==> src/rtl/hazard_ctrl.sv <==
// Hazard and fetch-sequencing controller beside IF_ID: stalls on load-use and
// imem wait, flushes on taken branches, squashes a stale wrong-path fetch.
//
// state  | meaning
// RUN    | normal fetch; load-use and imem-wait stalls are resolved here
// SQUASH | branch target issued while a wrong-path fetch is outstanding;
//        | the next returned word is discarded
module hazard_ctrl #(
   parameter int REG_W = 5,
   parameter int CNT_W = 32
) (
   input  logic             clk,
   input  logic             reset,
   input  logic [REG_W-1:0] if_id_rs1,
   input  logic [REG_W-1:0] if_id_rs2,
   input  logic [REG_W-1:0] id_ex_rd,
   input  logic             id_ex_mem_read,
   input  logic             ex_branch_taken,
   input  logic             imem_ready,
   input  logic             counter_clr,
   output logic             pc_write,
   output logic             if_id_write,
   output logic             if_id_flush,
   output logic             id_ex_bubble,
   output logic             ctrl_state,
   output logic [CNT_W-1:0] stall_cycles,
   output logic [CNT_W-1:0] flush_count
);

   typedef enum logic {
      RUN    = 1'b0,
      SQUASH = 1'b1
   } state_t;

   localparam logic [CNT_W-1:0] CNT_ONE = {{(CNT_W-1){1'b0}}, 1'b1};
   localparam logic [CNT_W-1:0] CNT_MAX = {CNT_W{1'b1}};

   state_t           state_q, state_d;
   logic [CNT_W-1:0] stall_q, stall_d;
   logic [CNT_W-1:0] flush_q, flush_d;
   logic             lu;

   assign lu = id_ex_mem_read && (id_ex_rd != '0) &&
               ((id_ex_rd == if_id_rs1) || (id_ex_rd == if_id_rs2));

   always_comb begin
      pc_write     = 1'b1;
      if_id_write  = 1'b1;
      if_id_flush  = 1'b0;
      id_ex_bubble = 1'b0;
      state_d      = state_q;
      if (!reset) begin
         pc_write     = 1'b0;
         if_id_write  = 1'b0;
         if_id_flush  = 1'b1;
         id_ex_bubble = 1'b1;
         state_d      = RUN;
      end else if (ex_branch_taken) begin
         if_id_flush  = 1'b1;
         id_ex_bubble = 1'b1;
         state_d      = imem_ready ? RUN : SQUASH;
      end else if (state_q == SQUASH) begin
         // PC holds the target so it is refetched once the stale word drains
         pc_write    = 1'b0;
         if_id_flush = 1'b1;
         state_d     = imem_ready ? RUN : SQUASH;
      end else if (lu) begin
         pc_write     = 1'b0;
         if_id_write  = 1'b0;
         id_ex_bubble = 1'b1;
      end else if (!imem_ready) begin
         pc_write    = 1'b0;
         if_id_flush = 1'b1;
      end
   end

   always_comb begin
      stall_d = stall_q;
      flush_d = flush_q;
      if (counter_clr) begin
         stall_d = '0;
         flush_d = '0;
      end else begin
         if (!pc_write && (stall_q != CNT_MAX)) stall_d = stall_q + CNT_ONE;
         if (ex_branch_taken && (flush_q != CNT_MAX)) flush_d = flush_q + CNT_ONE;
      end
   end

   always_ff @(posedge clk) begin
      if (!reset) begin
         state_q <= RUN;
         stall_q <= '0;
         flush_q <= '0;
      end else begin
         state_q <= state_d;
         stall_q <= stall_d;
         flush_q <= flush_d;
      end
   end

   assign ctrl_state   = state_q;
   assign stall_cycles = stall_q;
   assign flush_count  = flush_q;

endmodule

==> config.mk <==
export PLATFORM = sky130hd
export DESIGN_NAME = hazard_ctrl
export DESIGN_NICKNAME = d
export VERILOG_FILES = /design/src/rtl/hazard_ctrl.sv
export SDC_FILE = /design/constraint.sdc
export NUM_CORES = 1
export LEC_CHECK = 0
export ABC_AREA = 1
export ABC_CLOCK_PERIOD_IN_PS = 2600
export CAP_MARGIN = 20
export CORE_ASPECT_RATIO = 0.6
export CORE_MARGIN = 10
export CORE_UTILIZATION = 44
export DETAILED_ROUTE_END_ITERATION = 8
export PLACE_DENSITY = 0.82
export SYNTH_ARGS = -nofsm -noshare
export SYNTH_HDL_FRONTEND = slang
export SYNTH_SLANG_ARGS = --single-unit
export TNS_END_PERCENT = 100
==> constraint.sdc <==
create_clock -name clk -period 2.6 [get_ports clk]
set_input_delay 0.78 -clock clk [delete_from_list [all_inputs] [get_ports clk]]
set_output_delay 0.78 -clock clk [all_outputs]
set_load 0.02 [all_outputs]
==> flow_summary.ini <==
[outcome]
status = complete, but fails checks
failed_checks = negative setup slack

[route]
wl_per_cell_um = 15.04
dr.pass1.iters = 5
drtIter0Drc = 366
antenna_left = 0
wirelength_mm = 12.95
vias = 4551
drc_errors = 0
viasPerCell = 5.286

[placement]
port_buffers = 89
place_congestion = 0.9310
dp_cells = 844
dp_hpwl_mm = 9.700

[timing]
worst_slew_pin_slew_ns = 0.6049
rsz0062_at_grt = yes
period_minus_slack_ns = 2.737
slew_viol_final = 0
min_period_over_period = 1.053
fmax_mhz = 365.3
slew_headroom = 0.5967
fin_ws_ns = -0.1374
tns_ns = -0.2636
finalHoldViolations = 0
setup_viol = 4
skew_ns = 0.006645

[logic_synthesis]
synth_area_mm2 = 0.004051
yosys_register_bits = 65
yosysMostFrequentCell = nand2_1
avgSynthCellArea_um2 = 6.271
synth_common_cells = nand2_1 (181), nor2_1 (98), inv_1 (78), dfxtp_1 (65), nand3_1 (54)
synth_top_cell_area_share = 0.3212
synth-edff-count = 0
ys_types = 38
ys_seq_area_frac = 0.3212
async_flop_share = 0
yosysTopAreaCell = dfxtp_1
synth_nets = 669
ys_top_cells_by_area = dfxtp_1 (32%), nand2_1 (17%), nor2_1 (9.1%), inv_1 (7.2%), nand3_1 (6.7%)
synth_ff_type = dfxtp_1
synthCells = 646
yosysWarnings = 0

[worst_setup_path]
required_ns = 1.82
crit_start = if_id_rs2[1]
path_max_fanout = 3
cp_top_family = simple AND/OR/NAND/NOR gates
crit_buf_inv = 4
crit_arrival_ns = 1.96
path_depth = 12
crit_path_end = if_id_write
worst-r2r-cell-count = 12
path_class = input port to primary output
r2r-end = flush_count[8]
worst_path_max_delay_cell = or2_4
path_common_cell = nand2_2
crit_path_end_kind = primary output
crit_path_max_incr_delay_ns = 0.23
rr_startpoint = flush_count[0]
rrSetupSlack_ns = 0.35
crit_path_start_kind = input port
worstPathCellList = buf_6 > inv_2 > nand2_2 > nand2_1 > nor2_1 > nand3_1 > nand2_2 > nand2_2 > or2_4 > o21ai_2 > inv_1 > buf_6

[cts]
path_clk_slew_ns = 0.05
clockBufferDepth = 2
htree_levels = 3
cts_root_buf = clkbuf_16
clock-sinks = 65
cts_tree = done
cts_buffers = 9
worstSkewPairLatency_ns = 0.34

[global_routing]
grt-ovfl-total = 0
antenna_found_initial = 0
grt_max_degree = 64
grt_pass1_vias = 4157
grt_pass1_wl_mm = 20.42
grt_usage = 0.1859

[flow_run]
drv_cap = 0

[min_path]
hp-class = register to register

[power]
power.total_mw = 2.342
ir_drop_mv = 0.3008
p_per_area_mw_per_mm2 = 434.7
cellLeakagePower_nw = 2.102

[die]
die_w_um = 143.9
die_y_um = 94.33
die-area_mm2 = 0.01357
num_rows = 27
core_mm2 = 0.009087
start_util = 0.4458
ios = 90

[layout]
instances_no_fill = 861
diodes = 0
nets = 763
syn2layout_area_growth_pct = 32.95
drive_above_1_share = 0.1302
## repair_timing
item	in CTS	in global routing
buffers inserted	1	0
hold buffers	0	0
resized for setup	113	14
endpoints found under the setup margin	36	4
gates cloned	0	0
pin swaps	26	8
## sequential cells by signal, summed over array words and instances, names as in the netlist
register,flops
flush_count,32
stall_cycles,32
ctrl_state,1
## where the power goes
part	internal (mW)	leakage (nW)	total, mW	switching (mW)
sequential	1.00	0.524	1.01	0.00611
combinational	0.0779	1.45	0.202	0.124
clock	0.696	0.133	1.13	0.437
## cells by family (layout without fill, tap and decap cells)
family          after synthesis  count (layout)  share of synthesized area
fa+ha+maj                     2               2                   0.006176
flops                        65              65                     0.3212
xor+xnor                     16              16                    0.03459
simple gates                399             399                     0.4515
compound gates               66              66                    0.08308
buf+inv                      98             197                     0.1035
## worst register-to-register path, delay by kind of cell (launching register included)
| family | cells | cell delay [ns] |
|---|---|---|
| adder cells (fa/ha/maj) | 1 | 0.25 |
| buffers and inverters | 1 | 0.17 |
| AND/OR/NAND/NOR | 10 | 1.28 |
| flip-flops | 1 | 0.44 |
## how the worst min path moves through the flow
| stage | cells past startpoint | end | start |
|---|---|---|---|
| 4_1_cts | 2 | flush_count[5] | flush_count[5] |
| 5_1_grt | 2 | flush_count[9] | flush_count[9] |
| 6_report | 2 | flush_count[5] | flush_count[5] |
| 2_1_floorplan | 1 | flush_count[26] | flush_count[26] |
| 3_5_place_dp | 2 | flush_count[9] | flush_count[9] |
| 3_3_place_gp | 2 | flush_count[5] | flush_count[5] |
## final cells by class
type	instances	area [um^2]
inverter	81	311.5
clock inverter	2	12.51
multi-input combinational	483	2399
fill	834	3701
sequential	65	1301
timing repair buffer	100	953.4
tap	116	145.1
clock buffer	14	264.0
## layer usage
layer | track usage | up-vias | part of all wire
li1 | - | 2242 | -
met1 | 0.2456 | 2126 | 0.46
met2 | 0.2765 | 164 | 0.43
met3 | 0.06919 | 19 | 0.10
met4 | 0.05584 | 0 | 0.011
met5 | 0 | - | 0
## stage by stage
step	cell area (um^2)	hold slack, ns	utilization	worst slack (ns)
6_report	5386	0.5251	0.5927	-0.1374
5_1_grt	5386	0.5471	0.5927	-0.2437
4_1_cts	5340	0.5191	0.5876	-0.09925
3_5_place_dp	5055	0.5085	0.5562	-1.047
3_3_place_gp	5055	0.4923	0.5562	-0.9502
2_1_floorplan	4051	0.5475	-	0.05304
## layout by cell type (no fill, tap or decap), types with 3 or more instances in the layout
master           netlist  final
nand2_1              181    170
nor2_1                98     95
inv_1                 78     70
clkdlybuf4s50_1        0     67
dfxtp_1               65     65
nand3_1               54     52
a21oi_1               52     52
nor3_1                18     18
nand4_1               15     15
nand2_2                2     13
buf_6                  5     11
buf_4                  0     11
inv_2                  2      9
xor2_1                 9      9
clkbuf_16              0      9
o21ai_0               10      8
buf_2                  9      7
nor2_2                 4      6
xnor2_1                7      6
nor2_4                 4      5
nand3_2                3      5
nor3_2                 3      3
clkbuf_1               3      3
dlygate4sd2_1          0      3
Note: power is estimated with default switching activity, not from simulation.
